[config.mk]
export PLATFORM = sky130hd
export DESIGN_NAME = sd_fifo_sync_flat
export DESIGN_NICKNAME = d
export VERILOG_FILES = /design/src/rtl/sd_fifo_sync_if.sv /design/src/rtl/sd_fifo_sync.sv /design/src/flat_wrapper.sv
export SDC_FILE = /design/constraint.sdc
export NUM_CORES = 1
export LEC_CHECK = 0
export BUFFER_PORTS_ARGS = -buffer_cell sky130_fd_sc_hd__buf_2
export CAP_MARGIN = 20
export CELL_PAD_IN_SITES_DETAIL_PLACEMENT = 0
export CELL_PAD_IN_SITES_GLOBAL_PLACEMENT = 1
export CORE_MARGIN = 3
export CORE_UTILIZATION = 45
export CTS_BUF_LIST = sky130_fd_sc_hd__clkbuf_8
export DETAILED_ROUTE_END_ITERATION = 8
export GPL_TIMING_DRIVEN = 0
export PLACE_DENSITY_LB_ADDON = 0.1
export SLEW_MARGIN = 15
export SYNTH_ARGS = -nofsm -noshare
export SYNTH_HDL_FRONTEND = slang
export SYNTH_SLANG_ARGS = --single-unit
[constraint.sdc]
create_clock -name clk_i -period 7.25 [get_ports clk_i]
set_clock_uncertainty 0.15 [all_clocks]
set_input_delay 0 -clock clk_i [delete_from_list [all_inputs] [get_ports clk_i]]
set_output_delay 0 -clock clk_i [all_outputs]
set_load 0.03 [all_outputs]
[src/rtl/sd_fifo_sync_if.sv]
// srdy/drdy handshake bundle for sd_fifo_sync: producer (c_*) and consumer (p_*) sides.
// The slave modport is the FIFO's view; the master modport is the surrounding datapath's view.
interface sd_fifo_sync_if #(
  parameter int unsigned Width = 8,
  parameter int unsigned Depth = 32
);
  localparam int unsigned Asz = $clog2(Depth);

  logic             c_srdy;
  logic             c_drdy;
  logic [Width-1:0] c_data;
  logic [Asz:0]     c_usage;
  logic             p_srdy;
  logic             p_drdy;
  logic [Width-1:0] p_data;
  logic [Asz:0]     p_usage;

  modport slave (
    input  c_srdy, c_data, p_drdy,
    output c_drdy, c_usage, p_srdy, p_data, p_usage
  );

  modport master (
    output c_srdy, c_data, p_drdy,
    input  c_drdy, c_usage, p_srdy, p_data, p_usage
  );
endinterface

[src/rtl/sd_fifo_sync.sv]
// Single-clock srdy/drdy FIFO. Flags and usage come only from registered pointers, so there
// is no combinational path from either handshake input to the opposite ready/valid.
module sd_fifo_sync #(
  parameter int unsigned Width = 8,
  parameter int unsigned Depth = 32
) (
  input  logic          clk_i,
  input  logic          reset_i,
  sd_fifo_sync_if.slave bus
);
  localparam int unsigned Asz = $clog2(Depth);
  localparam logic [Asz:0] PtrOne = (Asz + 1)'(1);

  logic [Width-1:0] mem_q [Depth];
  logic [Asz:0]     wp_q, wp_d;
  logic [Asz:0]     rp_q, rp_d;
  logic             empty, full;
  logic             wr_en, rd_en;

  // Extra MSB on each pointer separates full (MSBs differ) from empty (pointers equal).
  assign empty = (wp_q == rp_q);
  assign full  = (wp_q[Asz-1:0] == rp_q[Asz-1:0]) && (wp_q[Asz] != rp_q[Asz]);

  assign wr_en = bus.c_srdy && !full;
  assign rd_en = bus.p_drdy && !empty;

  always_comb begin
    wp_d = wp_q;
    rp_d = rp_q;
    if (wr_en) wp_d = wp_q + PtrOne;
    if (rd_en) rp_d = rp_q + PtrOne;
  end

  always_ff @(posedge clk_i) begin
    if (reset_i) begin
      wp_q <= '0;
      rp_q <= '0;
    end else begin
      wp_q <= wp_d;
      rp_q <= rp_d;
    end
  end

  always_ff @(posedge clk_i) begin
    if (wr_en && !reset_i) mem_q[wp_q[Asz-1:0]] <= bus.c_data;
  end

  assign bus.c_drdy  = !full;
  assign bus.p_srdy  = !empty;
  assign bus.p_data  = mem_q[rp_q[Asz-1:0]];
  assign bus.c_usage = wp_q - rp_q;
  assign bus.p_usage = wp_q - rp_q;
endmodule

[src/flat_wrapper.sv]
// flat-port wrapper written by rule: the top's interface ports become plain ports
module sd_fifo_sync_flat 
#(
  parameter int unsigned Width = 8,
  parameter int unsigned Depth = 32
)
  (clk_i, reset_i, bus_c_srdy, bus_c_data, bus_p_drdy, bus_c_drdy, bus_c_usage, bus_p_srdy, bus_p_data, bus_p_usage);
  sd_fifo_sync_if #(.Width(Width), .Depth(Depth)) bus_i ();
  input  logic clk_i;
  input  logic reset_i;
  input wire logic [$bits(bus_i.c_srdy)-1:0] bus_c_srdy;
  input wire logic [$bits(bus_i.c_data)-1:0] bus_c_data;
  input wire logic [$bits(bus_i.p_drdy)-1:0] bus_p_drdy;
  output wire logic [$bits(bus_i.c_drdy)-1:0] bus_c_drdy;
  output wire logic [$bits(bus_i.c_usage)-1:0] bus_c_usage;
  output wire logic [$bits(bus_i.p_srdy)-1:0] bus_p_srdy;
  output wire logic [$bits(bus_i.p_data)-1:0] bus_p_data;
  output wire logic [$bits(bus_i.p_usage)-1:0] bus_p_usage;
  assign bus_i.c_srdy = bus_c_srdy;
  assign bus_i.c_data = bus_c_data;
  assign bus_i.p_drdy = bus_p_drdy;
  assign bus_c_drdy = bus_i.c_drdy;
  assign bus_c_usage = bus_i.c_usage;
  assign bus_p_srdy = bus_i.p_srdy;
  assign bus_p_data = bus_i.p_data;
  assign bus_p_usage = bus_i.p_usage;
  sd_fifo_sync #(.Width(Width), .Depth(Depth)) u_core (.clk_i(clk_i), .reset_i(reset_i), .bus(bus_i));
endmodule
== Yosys cells after proc, flatten, opt, wreduce, memory -nomap -nowiden ==
Memories as Yosys holds them, arrays and structs flattened. A register that Yosys moved wholly into a read port is not among the register bits.
Index checks and enable logic that the tools add are counted.

* Reductions and logical operators: 7
* Add/sub/neg operators: 3
* Equality and inequality tests: 3
* Mux-type cells: 4

{| class="wikitable"
|+ Operators with widths
! kind !! number
|-
| 6-bit by 1-bit adder with 6-bit output, second input constant || 2
|-
| 5-bit 2-to-1 mux || 2
|-
| 6-bit == test || 1
|-
| 6-bit subtractor || 1
|-
| 5-bit == test || 1
|-
| 1-bit logical AND || 4
|-
| 1-bit zero test || 3
|-
| 1-bit 2-to-1 mux || 2
|-
| 1-bit inequality test || 1
|}

* Memory bits (writable): 256
* Memories: 1
* Word-level logic and storage cells: 20
* Output and inout port bits: 22
* Bits in registers: 12

{| class="wikitable"
|+ Memories
! memory !! words !! bits a word !! read ports !! clocked after Yosys merged registers in !! write ports !! RTL line !! RTL
|-
| u_core.mem_q || 32 || 8 || 1 || 1 || 1 || sd_fifo_sync.sv:14 || <nowiki>logic [Width-1:0] mem_q [Depth];</nowiki>
|}

== Depth between registers and ports, before layout ==
Gate-level depths: netlist of the first run.

* Word-level depth: 7
* Depth in mapped cells: 8

== Worst setup path after synthesis of the first run ==
No wires, ideal clock.

* Path type: reg2reg
* From: register u_core.rp_q[4]
* To: memory u_core.mem_q[10][0] (enable)
* Slack: 4.672 ns
* Clock period less this slack: 2.578 ns
* Arrival: 2.058 ns
* Cell stages (with the launch flop): 7
* Data required time: 6.730 ns
* Cells stage by stage: dfxtp_1 > inv_1 > ha_1 > and4_2 > a311oi_1 > nand2_1 > nor2_1

* Word-level cells in the longest chain between the ends: 7

{| class="wikitable"
|+ RTL lines
! item !! RTL line !! RTL
|-
| start, declared || sd_fifo_sync.sv:16 || <nowiki>logic [Asz:0] rp_q, rp_d;</nowiki>
|-
| start signal, assigned || sd_fifo_sync.sv:40 || <nowiki>rp_q <= rp_d;</nowiki>
|-
| 5-bit == test || sd_fifo_sync.sv:22 || <nowiki>assign full = (wp_q[Asz-1:0] == rp_q[Asz-1:0]) && (wp_q[Asz] != rp_q[Asz]);</nowiki>
|-
| 1-bit logical AND || sd_fifo_sync.sv:22 ||
|-
| 1-bit zero test || sd_fifo_sync.sv:24 || <nowiki>assign wr_en = bus.c_srdy && !full;</nowiki>
|-
| 1-bit logical AND || sd_fifo_sync.sv:24 ||
|-
| 1-bit logical AND || sd_fifo_sync.sv:45 || <nowiki>if (wr_en && !reset_i) mem_q[wp_q[Asz-1:0]] <= bus.c_data;</nowiki>
|-
| 1-bit 2-to-1 mux || sd_fifo_sync.sv:45 ||
|-
| 1-bit 2-to-1 mux (not written as such) || sd_fifo_sync.sv:45 ||
|-
| end, declared || sd_fifo_sync.sv:14 ||
|}

Every way passes these cells.

== Final worst setup path of the first run ==
* From: register u_core.rp_q[4]
* To: memory u_core.mem_q[29][1] (enable)

Same word-level chain as after synthesis.

==> results list, run 1 <==
- The worst pin sits at a relative slew slack of 38.7%.
- The run finished with clean final reports.
- Pin count of the biggest net entering global routing: 33
- Synthesized Nets: 571
- The congestion estimate from routability-driven global placement came to 0.795.
* H-tree level count: 2
* Maximum count of clock buffers along a single path: 3
- Netlist area before placement: 0.0108 mm2
- Max-cap viol count: 0
* RR Startpoint: u_core.rp_q[4]
- The critical path is of the flop to flop type.
* Worst VDD drop: between 0.00015 and 0.0002 V
* Place WS: between 3000 and 4000 ps
- Power Dens Cells: 272 mW/mm2
* Critical hold path startpoint: reset_i
* Required time at the endpoint of the critical path: 7250 ps
- Fill cells in the final layout number 1862.
- The top cell types in the final layout, fill and taps aside, are 256 x sky130_fd_sc_hd__edfxtp_1, 64 x sky130_fd_sc_hd__mux4_2, 52 x sky130_fd_sc_hd__clkbuf_8, 43 x sky130_fd_sc_hd__nor2_1, 37 x sky130_fd_sc_hd__buf_2.
- Sequential cells were found to cover between 70% and 80% of the synthesized design area.
- The number of antenna diodes in the final layout is 0.
- After detailed routing, the number of remaining DRC violations is 0.
* Clock tree from TritonCTS: done
* Register area: 0.00803 mm2
* Post-synthesis average cell area: 19.6 um2
- The initial antenna violation count came to 0.
- The library cell used most frequently in the layout, excluding fill and tap cells, is sky130_fd_sc_hd__edfxtp_1.
- First drt pass iteration count: 5
* Number of synthesized flops with an enable pin: roughly 260
- Post-synthesis instance total: 548
- For this block, the routed nets add up to 24.2 mm of wire.
- Core Rows: 55
* Total of flip-flops plus latches after synthesis: 273
* Unrepaired setup endpoints after global routing: no
- For this run, asynchronously set or reset flops after synthesis account for 0%.
- Vertical die dimension: approximately 160 um
* Buffer count from post-CTS setup fixing: 0
- Of all nets on the critical path, the largest fanout is 8.
- CTS clock-pin slew for the worst setup and hold paths: 60 ps
* Antenna viol nets, final: 0
- Number of I/O pins: 34
- Worst setup startpoint: u_core.rp_q[4]
* Overflow left after global routing: 0
* Tot Pwr: 3.33 mW
- CTS saw 273 sinks.
- Static leakage: 3.91 nW
- CP Launch Type: flop
* Growth of design area from synthesis to finish: 13.9%
* Share of the cycle needed by the critical path after routing: 48.0%
- Ratio of routed vias to standard cells: 5.62
- The initial utilization of the core area, before any placement, comes to 46.7%.
* Multi-input logic area: between 0.002 and 0.003 mm2
* Ratio of cells with drive above 1 in the final layout: 26.6%
- Buffers placed on the I/O ports in this run total 33.
- The first global-routing pass estimated 36.0 mm of wire.
- The HPWL after detailed placement is 15.1 mm.
- The worst hold path was traced through 3 stages.
- The number of clock buffers added by TritonCTS is 44.
* Global-route total usage across every layer: 19.1%
- Total negative slack for setup checks: 0 ps
- The via count of the first global-routing pass is 5724.
* Cell at the root of the clock tree: sky130_fd_sc_hd__clkbuf_8
- Setup violations remaining at the end of the flow were counted as 0.
- The number of cells on the worst reg-to-reg path is 6.
- In this run the standard cell core region covers 0.0231 mm2.
- Most instantiated flip-flop cell in the synthesis netlist: sky130_fd_sc_hd__edfxtp_1
- Measured along the x axis, the die boundary spans around 160 um.
- Static timing analysis puts the maximum clock frequency at around 290 MHz.
- Number of vias in the routed layout: roughly 5500
* Number of hold violations in the final report: 0
- STA classifies the critical path endpoint as a flop.
- Number of pins exceeding their max-slew limit in the final report: 0
* Worst EP arrival: 3480 ps
- The synthesized netlist contains 42 unique library cells.
- Hold/Removal Path Class: input port to flop
- At the later pin of the worst-skew pair, clock insertion delay measures 530 ps.
- Final design utilization: between 50% and 60%
- Dividing the detail-routed wire length by the instance count gives 24.5 um.
* Worst-margin pin slew: 916 ps
* Setup ws final: between 3000 and 4000 ps
- The die covers 0.0258 mm2.
* Final min period: about 3500 ps
- Yosys warning total: 0
- For this block, the initial DRC count from the detailed router was 464.
* Nets: 662
-- worst max-delay path, stage by stage (launching register included) --
cell and delay, ps:
sky130_fd_sc_hd__dfxtp_1 370, sky130_fd_sc_hd__inv_1 100, sky130_fd_sc_hd__ha_1 380, sky130_fd_sc_hd__and4_2 300
sky130_fd_sc_hd__a311oi_1 510, sky130_fd_sc_hd__nand2_1 460, sky130_fd_sc_hd__nor2_1 810
-- through the flow --
step	instance area, um2	hold WS, ps	std cells
after floorplan	10800	-80.9	548
after global placement	11300	92.1	894
after detailed placement	11300	94.4	894
after CTS	12300	59.0	986
after global routing	12300	90.3	986
final	12300	97.2	986
-- path summary, 6_finish.rpt --
path	endpoint	slack, ps
setup / recovery	u_core.mem_q[29][1]	3770
hold / removal	u_core.rp_q[5]	100
setup reg to reg	u_core.mem_q[29][1]	3770
hold reg to reg	u_core.rp_q[5]	380
-- synth_stat cells, types with 4 or more instances --
cell type | n | area, um2
sky130_fd_sc_hd__nand3_1 | 7 | 35.0
sky130_fd_sc_hd__edfxtp_1 | 256 | 7690
sky130_fd_sc_hd__or3_1 | 5 | 31.3
sky130_fd_sc_hd__clkbuf_1 | 8 | 30.0
sky130_fd_sc_hd__buf_2 | 4 | 20.0
sky130_fd_sc_hd__xor2_1 | 4 | 35.0
sky130_fd_sc_hd__xnor2_1 | 6 | 52.6
sky130_fd_sc_hd__mux4_2 | 64 | 1440
sky130_fd_sc_hd__nand3b_1 | 6 | 45.0
sky130_fd_sc_hd__ha_1 | 10 | 125
sky130_fd_sc_hd__inv_1 | 11 | 41.3
sky130_fd_sc_hd__o22ai_1 | 32 | 200
sky130_fd_sc_hd__a21oi_1 | 6 | 30.0
sky130_fd_sc_hd__nand2_1 | 8 | 30.0
sky130_fd_sc_hd__nor2_1 | 43 | 161
sky130_fd_sc_hd__dfxtp_1 | 17 | 340
sky130_fd_sc_hd__nor4_1 | 8 | 50.1
sky130_fd_sc_hd__buf_4 | 14 | 105
sky130_fd_sc_hd__or3b_2 | 4 | 35.0
-- layer usage --
metal  GRT usage [%]  wire length [um]  share of wire, %
met1            26.5             10400                43
met4            5.17               474               2.0
met2            30.9             11800                49
met5               0                 0                 0
met3            4.23              1430               5.9
-- power breakdown --
part           internal [mW]  leakage (nW)  switching, mW
Sequential              1.73          2.44        0.00670
Combinational          0.135         0.990          0.247
Clock                  0.640         0.482          0.571
-- registers in the layout (all words and copies together) (netlist names), named ones only --
name and flops:
u_core.mem_q 256, u_core.rp_q 6, u_core.wp_q 6
-- timing repair --
action                    4_1_cts  5_1_grt
hold buffers                   12        0
resized for setup               0        0
hold endpoints to repair      273        0
-- logic make-up (layout without fill, tap and decap cells) --
| family | after synthesis | after routing | share of synthesized area [%] |
|---|---|---|---|
| multiplexers | 65 | 65 | 13.5 |
| adder cells (fa/ha/maj) | 11 | 11 | 1.35 |
| XOR/XNOR | 10 | 10 | 0.814 |
| buffers and inverters | 42 | 167 | 2.16 |
| AO/OA/AOI/OAI | 55 | 55 | 3.31 |
| flip-flops | 273 | 273 | 74.6 |
| AND/OR/NAND/NOR | 92 | 92 | 4.28 |
-- cell type report --
type | instances | share of cell area, %
buffer | 31 | 1.56
clock buffer | 51 | 5.73
clock inverter | 29 | 0.959
inverter | 11 | 0.337
multi-input combinational | 233 | 20.4
sequential | 273 | 65.5
tap | 313 | 3.19
timing repair buffer | 45 | 2.33
Note: power is estimated with default switching activity, not from simulation.
==> inputs of run 2 (changes only) <==
Settings changed: ABC_AREA set to 1.
Clock period 7.25 ns to 3.61 ns, I/O delays scaled along.
==> run 2 against run 1 <==
Area after synthesis rose by 7.7%; final area grew 7.2%; via count up 42%; highest routed layer unchanged; global-route usage is 3.2 points higher; sequential share of layout area decreased by 4.4 points; sequential power is 100% higher; clock-buffer cell count fell by 2.
==> results list, run 2 <==
- Nets: 1153
- Total negative slack for setup checks: 0 ps
- CTS clock-pin slew for the worst setup and hold paths: 60 ps
- Global-route total usage across every layer: 22.3%
- Total net switching power: 2.23 mW
- Number of remaining DRC errors: 0
- For the worst setup path, the data arrival time is 2880 ps.
- Cell at the root of the clock tree: sky130_fd_sc_hd__clkbuf_8
- Summed area of non-filler cells in the final layout: 0.0131 mm2
* Synthesized Nets: ~1100
* Vertical die dimension: 167 um
- Growth of design area from synthesis to finish: 13.4%
- In this run, CTS created clock tree buffers numbering 44.
- In this run the tool buffered the top-level ports with 32 buffer cells.
- The worst hold path terminates at u_core.rp_q[0].
- Setup repair after global routing left no endpoint under its margin.
- The floorplan step set the die width to around 170 um.
- Initial antenna violation count: 0
* Clk network pwr share: about 34%
- Part of the power in combinational logic: 19.0%
- The die covers roughly 0.028 mm2.
- The biggest area contributor in the post-synthesis netlist is sky130_fd_sc_hd__edfxtp_1.
* Sequential element share of the synthesized area: roughly 69%
- Across the run, the number of max-cap violations was 0.
- Hold/Removal Path Class: input port to flop
* Number of synthesized flops with an enable pin: 256
* Unique masters post-synth: 27
* Clock tree from TritonCTS: done
- Static timing analysis puts the maximum clock frequency at about 350 MHz.
- Async set-or-reset flop fraction in the synthesized netlist: 0%
- After detailed routing, the number of vias per cell comes to 5.28.
* Highest cell delay on the worst timing path: 730 ps
- Of all nets on the critical path, the largest fanout is 10.
- After floorplanning, the core was divided into 58 placement rows.
- Most common cell in the synthesized netlist: sky130_fd_sc_hd__nand2_1
- Net switching is 29.7% of the power.
* Ratio of cells with drive above 1 in the final layout: between 10% and 20%
- Counting every sink on the clock net gives about 270.
- The most used flip-flop cell after synthesis is sky130_fd_sc_hd__edfxtp_1.
- Critical R2R Capture: u_core.mem_q[24][7]
- The core region is about 0.025 mm2.
- H-tree level count: 2
- Crit Path Class: flop to flop
* Clock network latency to the later pin of the worst-skew pair: around 550 ps
* Required time at the endpoint of the critical path: 3630 ps
- RR Startpoint: u_core.rp_q[2]
* Filler instances: 2269
- Total of flip-flops plus latches after synthesis: 273
- The final hold violation count came to 0.
- Once the clock tree was built, the setup fixing pass inserted 0 buffers.
* Sequential power share: 46.5%
- Ant. Diodes: 0
* Number of I/O pins: 34
* Maximum count of clock buffers along a single path: 3
* Area of placed instances: 0.0122 mm2
- Share of the cycle needed by the critical path after routing: 79.1%
- Leading post-synthesis cells by cell area: sky130_fd_sc_hd__edfxtp_1 66%, sky130_fd_sc_hd__nand2_1 13%, sky130_fd_sc_hd__nand3_1 8.6%, sky130_fd_sc_hd__dfxtp_1 2.9%, sky130_fd_sc_hd__nor2_1 1.1%
* Number of vias in the routed layout: 7888
* Cell count of the worst reg-to-reg path: 11
- The first global-routing pass estimated 46.2 mm of wire.
* Most common library cell in the layout ignoring fill and taps: sky130_fd_sc_hd__nand2_1
- Cell internal power was estimated by the tool at 5.28 mW.
- Yosys warning total: 0
* Antenna viol nets, final: 0
* Final setup viols: 0
- Critical-path top delay cell: sky130_fd_sc_hd__nor2_1
* Cell-by-cell trace of the critical path: inv_1 > ha_1 > nand2_1 > inv_2 > nand2_2 > nor2_2 > nand2_2 > nand2_4 > nor2_8 > nand2_4 > nor2_1
* Power Dens Cells: 572 mW/mm2
- DRC marker count from the first detailed-route iteration: 695
- Initial Utilization: 45.9%
* Endpoint type of the worst setup path: flop
- Cell depth of the worst min-delay path: 4
- The run finished with clean final reports.
* Netlist area before placement: 0.0116 mm2
- Worst VDD drop: ~0.00034 V
- Number of pins exceeding their max-slew limit in the final report: 0
- The first detailed-routing pass ran for 5 iterations.
* Routed wirelength normalized by instance count: 20.9 um
- After technology mapping, the gate count stands at around 1000.
- Leaving out fill and tap cells, the most frequent cells in the layout are 388 x sky130_fd_sc_hd__nand2_1, 256 x sky130_fd_sc_hd__edfxtp_1, 200 x sky130_fd_sc_hd__nand3_1, 56 x sky130_fd_sc_hd__buf_2, 49 x sky130_fd_sc_hd__clkbuf_8.
- The register with the most flip-flops in the layout has around 260 of them.
- Post-CTS Resized: 0
- The share of synthesized area in the top cell type comes to 66.3%.
- STA classifies the critical path startpoint as a flop.
- Critical hold path startpoint: bus_p_drdy
* Final min period: 2860 ps
- Entering global routing, the biggest net connects 33 pins.
- Detailed placement finished with a half-perimeter wire length of 20.4 mm.
- For flop-to-flop paths, the worst setup slack is 750 ps.
- Synth top cells by count: 388 x sky130_fd_sc_hd__nand2_1, 256 x sky130_fd_sc_hd__edfxtp_1, 200 x sky130_fd_sc_hd__nand3_1
- For the pin with the worst max-slew slack, the measured transition is 935 ps.
* Routability cong.: 0.885
* Static leakage: 5.04 nW
- The number of buffers and inverters on the critical path is 2.
- Final wirelength: 31.2 mm
- Overflow left after global routing: 0
- Worst slew margin: roughly 37%
* Family with the most delay on the worst path: simple AND/OR/NAND/NOR gates
- The via count of the first global-routing pass came to 7374.
- Post-synthesis average cell area: 11.1 um2
[run 2: worst max-delay path by stage]
stage / startpoint / to / cells past startpoint
after CTS: u_core.rp_q[2] / u_core.mem_q[13][5] / 11
after detailed placement: u_core.rp_q[2] / u_core.mem_q[13][4] / 11
after floorplan: u_core.rp_q[2] / u_core.mem_q[24][0] / 11
final: u_core.rp_q[2] / u_core.mem_q[24][7] / 11
after global placement: u_core.rp_q[2] / u_core.mem_q[25][4] / 11
after global routing: u_core.rp_q[2] / u_core.mem_q[24][4] / 11
[run 2: power groups by stage]
stage | sequential [mW] | combinational, mW | clock (mW)
final | 3.50 | 1.43 | 2.59
after global routing | 3.50 | 1.57 | 2.77
after CTS | 3.50 | 1.44 | 2.62
after detailed placement | 3.56 | 1.42 | 0
after global placement | 3.56 | 1.42 | 0
after floorplan | 3.56 | 0.922 | 0
[run 2: worst min-delay path, stage by stage]
cell and delay (ps):
sky130_fd_sc_hd__dlygate4sd3_1 530, sky130_fd_sc_hd__buf_2 130, sky130_fd_sc_hd__nand2_4 120, sky130_fd_sc_hd__a21oi_1 80
[run 2: cell families after synthesis]
group           Yosys count  synth area share, %
compound gates           22                0.971
fa+ha+maj                11                 1.25
buf+inv                  85                 4.11
flops                   273                 69.2
simple gates            636                 23.4
xor+xnor                 13                 1.05
[run 2: metrics by stage]
stage | power (mW) | utilization (%) | setup WS [ps] | std cells | hold slack [ps]
finish | 7.52 | 52.1 | 753 | 1495 | 214
global route | 7.84 | 52.1 | 578 | 1495 | 217
CTS | 7.55 | 52.1 | 711 | 1495 | 189
detailed placement | 4.98 | 48.2 | 727 | 1402 | 225
global placement | 4.98 | 48.2 | 742 | 1402 | 219
floorplan | 4.48 | - | 1180 | 1040 | -51.1
[run 2: layer usage]
layer / part of all wire [%] / vias to the layer above / global-route usage [%]
li1: - / 3758 / -
met1: 45 / 3752 / 33.4
met2: 45 / 320 / 34.2
met3: 7.2 / 58 / 3.63
met4: 2.3 / 0 / 6.24
met5: 0 / - / 0
[run 2: cell type report]
class                      instances  area [um2]  area share (%)
multi-input combinational        682        3090            23.5
clock buffer                      49         674            5.13
timing repair buffer              44         280            2.13
tap                              330         413            3.14
sequential                       273        8030            61.1
buffer                            61         387            2.94
inverter                          24        90.1           0.685
clock inverter                    32         184            1.40
[run 2: what timing repair did]
action | CTS | global route
endpoints found under the setup margin | 0 | 0
hold buffers | 12 | 0
endpoints found under the hold margin | 273 | 0
==> inputs of run 3 (changes only) <==
Clock period 3.61 ns to 2.85 ns, I/O delays scaled along.
==> run 3 against run 2 <==
Clock power rose by 27%; core utilization rose by 0.25 points; combinational power rose by 27%; flip-flop and latch count did not move; final cell count did not move; largest cell class unchanged.
==> results list, run 3 (same netlist as run 2, synthesis figures left out) <==
- CP Launch Type: flop
- Highest achievable clock rate: roughly 360 MHz
- The congestion estimate from routability-driven global placement came to 0.885.
* Via count of the first global-routing pass: around 7400
* Core Region: 0.0253 mm2
- Counting along the longest clock path gives a buffer depth of 3.
* Unrepaired setup endpoints after global routing: yes
- Total negative slack for setup checks: 0 ps
- Worst VDD drop: 0.000436 V
- Worst setup startpoint: u_core.rp_q[2]
* Power Dens Cells: 721 mW/mm2
- In the final design database the tool counted 1153 nets.
* Critical R2R Capture: u_core.mem_q[6][2]
- DIE AREA: 0.0277 mm2
- In this run the static leakage power is around 5.0 nW.
* Ant. Diodes: 0
- The die is 167 um wide.
- Worst slew margin: 44.1%
- The startpoint identified for the worst register-to-register timing path is u_core.rp_q[2].
- Clock tree from TritonCTS: done
- For the worst setup path, the data arrival time is approximately 2800 ps.
- Share of the cycle needed by the critical path after routing: ~100%
* Core Rows: 58
* First drt pass iteration count: 5
* Worst hold slack after final layout: 221 ps
* Global-route total usage across every layer: 22.3%
* Required time at the endpoint of the critical path: 2870 ps
* Commonest non-fill, non-tap cells in the layout: 388 x sky130_fd_sc_hd__nand2_1, 256 x sky130_fd_sc_hd__edfxtp_1, 200 x sky130_fd_sc_hd__nand3_1, 57 x sky130_fd_sc_hd__buf_2, 49 x sky130_fd_sc_hd__clkbuf_8
* Total clock buffers created by CTS: 44
- Highest cell delay on the worst timing path: 660 ps
* Ratio of cells with drive above 1 in the final layout: 15.3%
- For this design the top-level I/O count stands at 34.
- Clock network latency to the later pin of the worst-skew pair: 550 ps
- Crit Path Class: flop to flop
- The max-slew violation count came to 0.
- In this run, the number of DRC markers left after iteration 0 of detailed routing was ~700.
* Buffer count from post-CTS setup fixing: 0
* Final wirelength: just over 30 mm
- Critical-path top delay cell: sky130_fd_sc_hd__nor2_1
- H-tree level count: 2
- Buf/Inv on CP: 2
- The register with the most flip-flops in the layout has ~260 of them.
* Initial antenna violation count: 0
- Following the worst setup path forward leads to its endpoint at u_core.mem_q[6][2].
- Final min period: 2790 ps
- Depth of the critical timing path with buffers and inverters included: 11
- Flop2flop setup slack: 60 ps
- The path class of the tightest hold or removal check is input port to flop.
- Initial Utilization: 45.9%
* Global-route wire length before repair: 46.3 mm
- Number of vias in the routed layout: roughly 7900
- Routed wirelength normalized by instance count: around 21 um
- Highest fanout seen on the critical path: 10
- Ratio of routed vias to standard cells: between 5 and 6
- The run finished with clean final reports.
* Family with the most delay on the worst path: simple AND/OR/NAND/NOR gates
- Counting every sink on the clock net gives about 270.
- Walking the worst path, the cells encountered are inv_1 > ha_1 > nand2_1 > inv_2 > nand2_2 > nor2_2 > nand2_2 > nand2_4 > nor2_8 > nand2_4 > nor2_1.
* Vertical die dimension: about 170 um
* Pin count of the biggest net entering global routing: 33
* Most common library cell in the layout ignoring fill and taps: sky130_fd_sc_hd__nand2_1
- Cell at the root of the clock tree: sky130_fd_sc_hd__clkbuf_8
* Max-cap viol count: 0
- Antenna viol nets, final: 0
* Number of remaining DRC errors: 0
* DP HPWL: 20.4 mm
- Global routing finished with a remaining overflow of 0.
- For the pin with the worst max-slew slack, the measured transition is 836 ps.
* Cell count of the worst reg-to-reg path: 11
* # port buffers: 32
- Final setup viols: 0
- Growth of design area from synthesis to finish: 13.9%
- CTS clock-pin slew for the worst setup and hold paths: 60 ps
- STA classifies the critical path endpoint as a flop.
- Number of hold violations in the final report: 0
[run 3: layout make-up]
| class | instances | area [um2] |
|---|---|---|
| Fill cell | 2274 | 12000 |
| Sequential cell | 273 | 8030 |
| Multi-Input combinational cell | 682 | 3150 |
| Clock buffer | 49 | 674 |
| Tap cell | 330 | 413 |
| Buffer | 61 | 390 |
| Timing Repair Buffer | 44 | 280 |
| Clock inverter | 32 | 184 |
| Inverter | 24 | 90.1 |
[run 3: routing by layer]
layer  track usage [%]  vias up  share of wire, %
met4              5.99        0               2.3
met3              3.49       51               6.4
met2              34.3      272                45
met5                 0        -                 0
met1              33.6     3781                46
li1                  -     3754                 -
[run 3: worst min-delay path by stage]
stage | start | end | depth (start not counted) | slack [ps]
5_1_grt | bus_p_drdy | flop | 4 | 220
4_1_cts | bus_p_drdy | u_core.rp_q[0] | 4 | 190
3_5_place_dp | bus_p_drdy | u_core.rp_q[5] | 4 | 230
6_report | bus_p_drdy | u_core.rp_q[0] | 4 | 220
2_1_floorplan | bus_c_data[0] | u_core.mem_q[0][0] | 0 | -50
3_3_place_gp | bus_p_drdy | u_core.rp_q[0] | 3 | 220
[run 3: timing repair]
item / CTS / global route
setup endpoints to repair: 25 / 222
endpoints found under the hold margin: 273 / 0
resized for setup: 4 / 24
hold buffers: 12 / 0
[run 3: power breakdown]
group	leakage, nW	internal [mW]	switching [mW]
clock network	0.492	1.76	1.52
logic	2.11	0.528	1.29
registers	2.44	4.41	0.0187
total	5.04	6.69	2.83
[run 3: stage by stage]
step / instances / total power [mW] / instance area (um2) / setup WS, ps / utilization, %
floorplan: 1040 / 5.67 / 11600 / 419 / -
global placement: 1402 / 6.31 / 12200 / -17.9 / 48.2
detailed placement: 1402 / 6.31 / 12200 / -32.6 / 48.2
CTS: 1495 / 9.57 / 13200 / 10.8 / 52.1
global route: 1495 / 9.93 / 13200 / -146 / 52.3
finish: 1495 / 9.52 / 13200 / 56.5 / 52.3
[run 3: tightest hold or removal path: cells and delay by family]
family,cells,cell delay (ps)
and+or+nand+nor,1,120
buffers and inverters,2,660
AOI/OAI and AO/OA,1,80
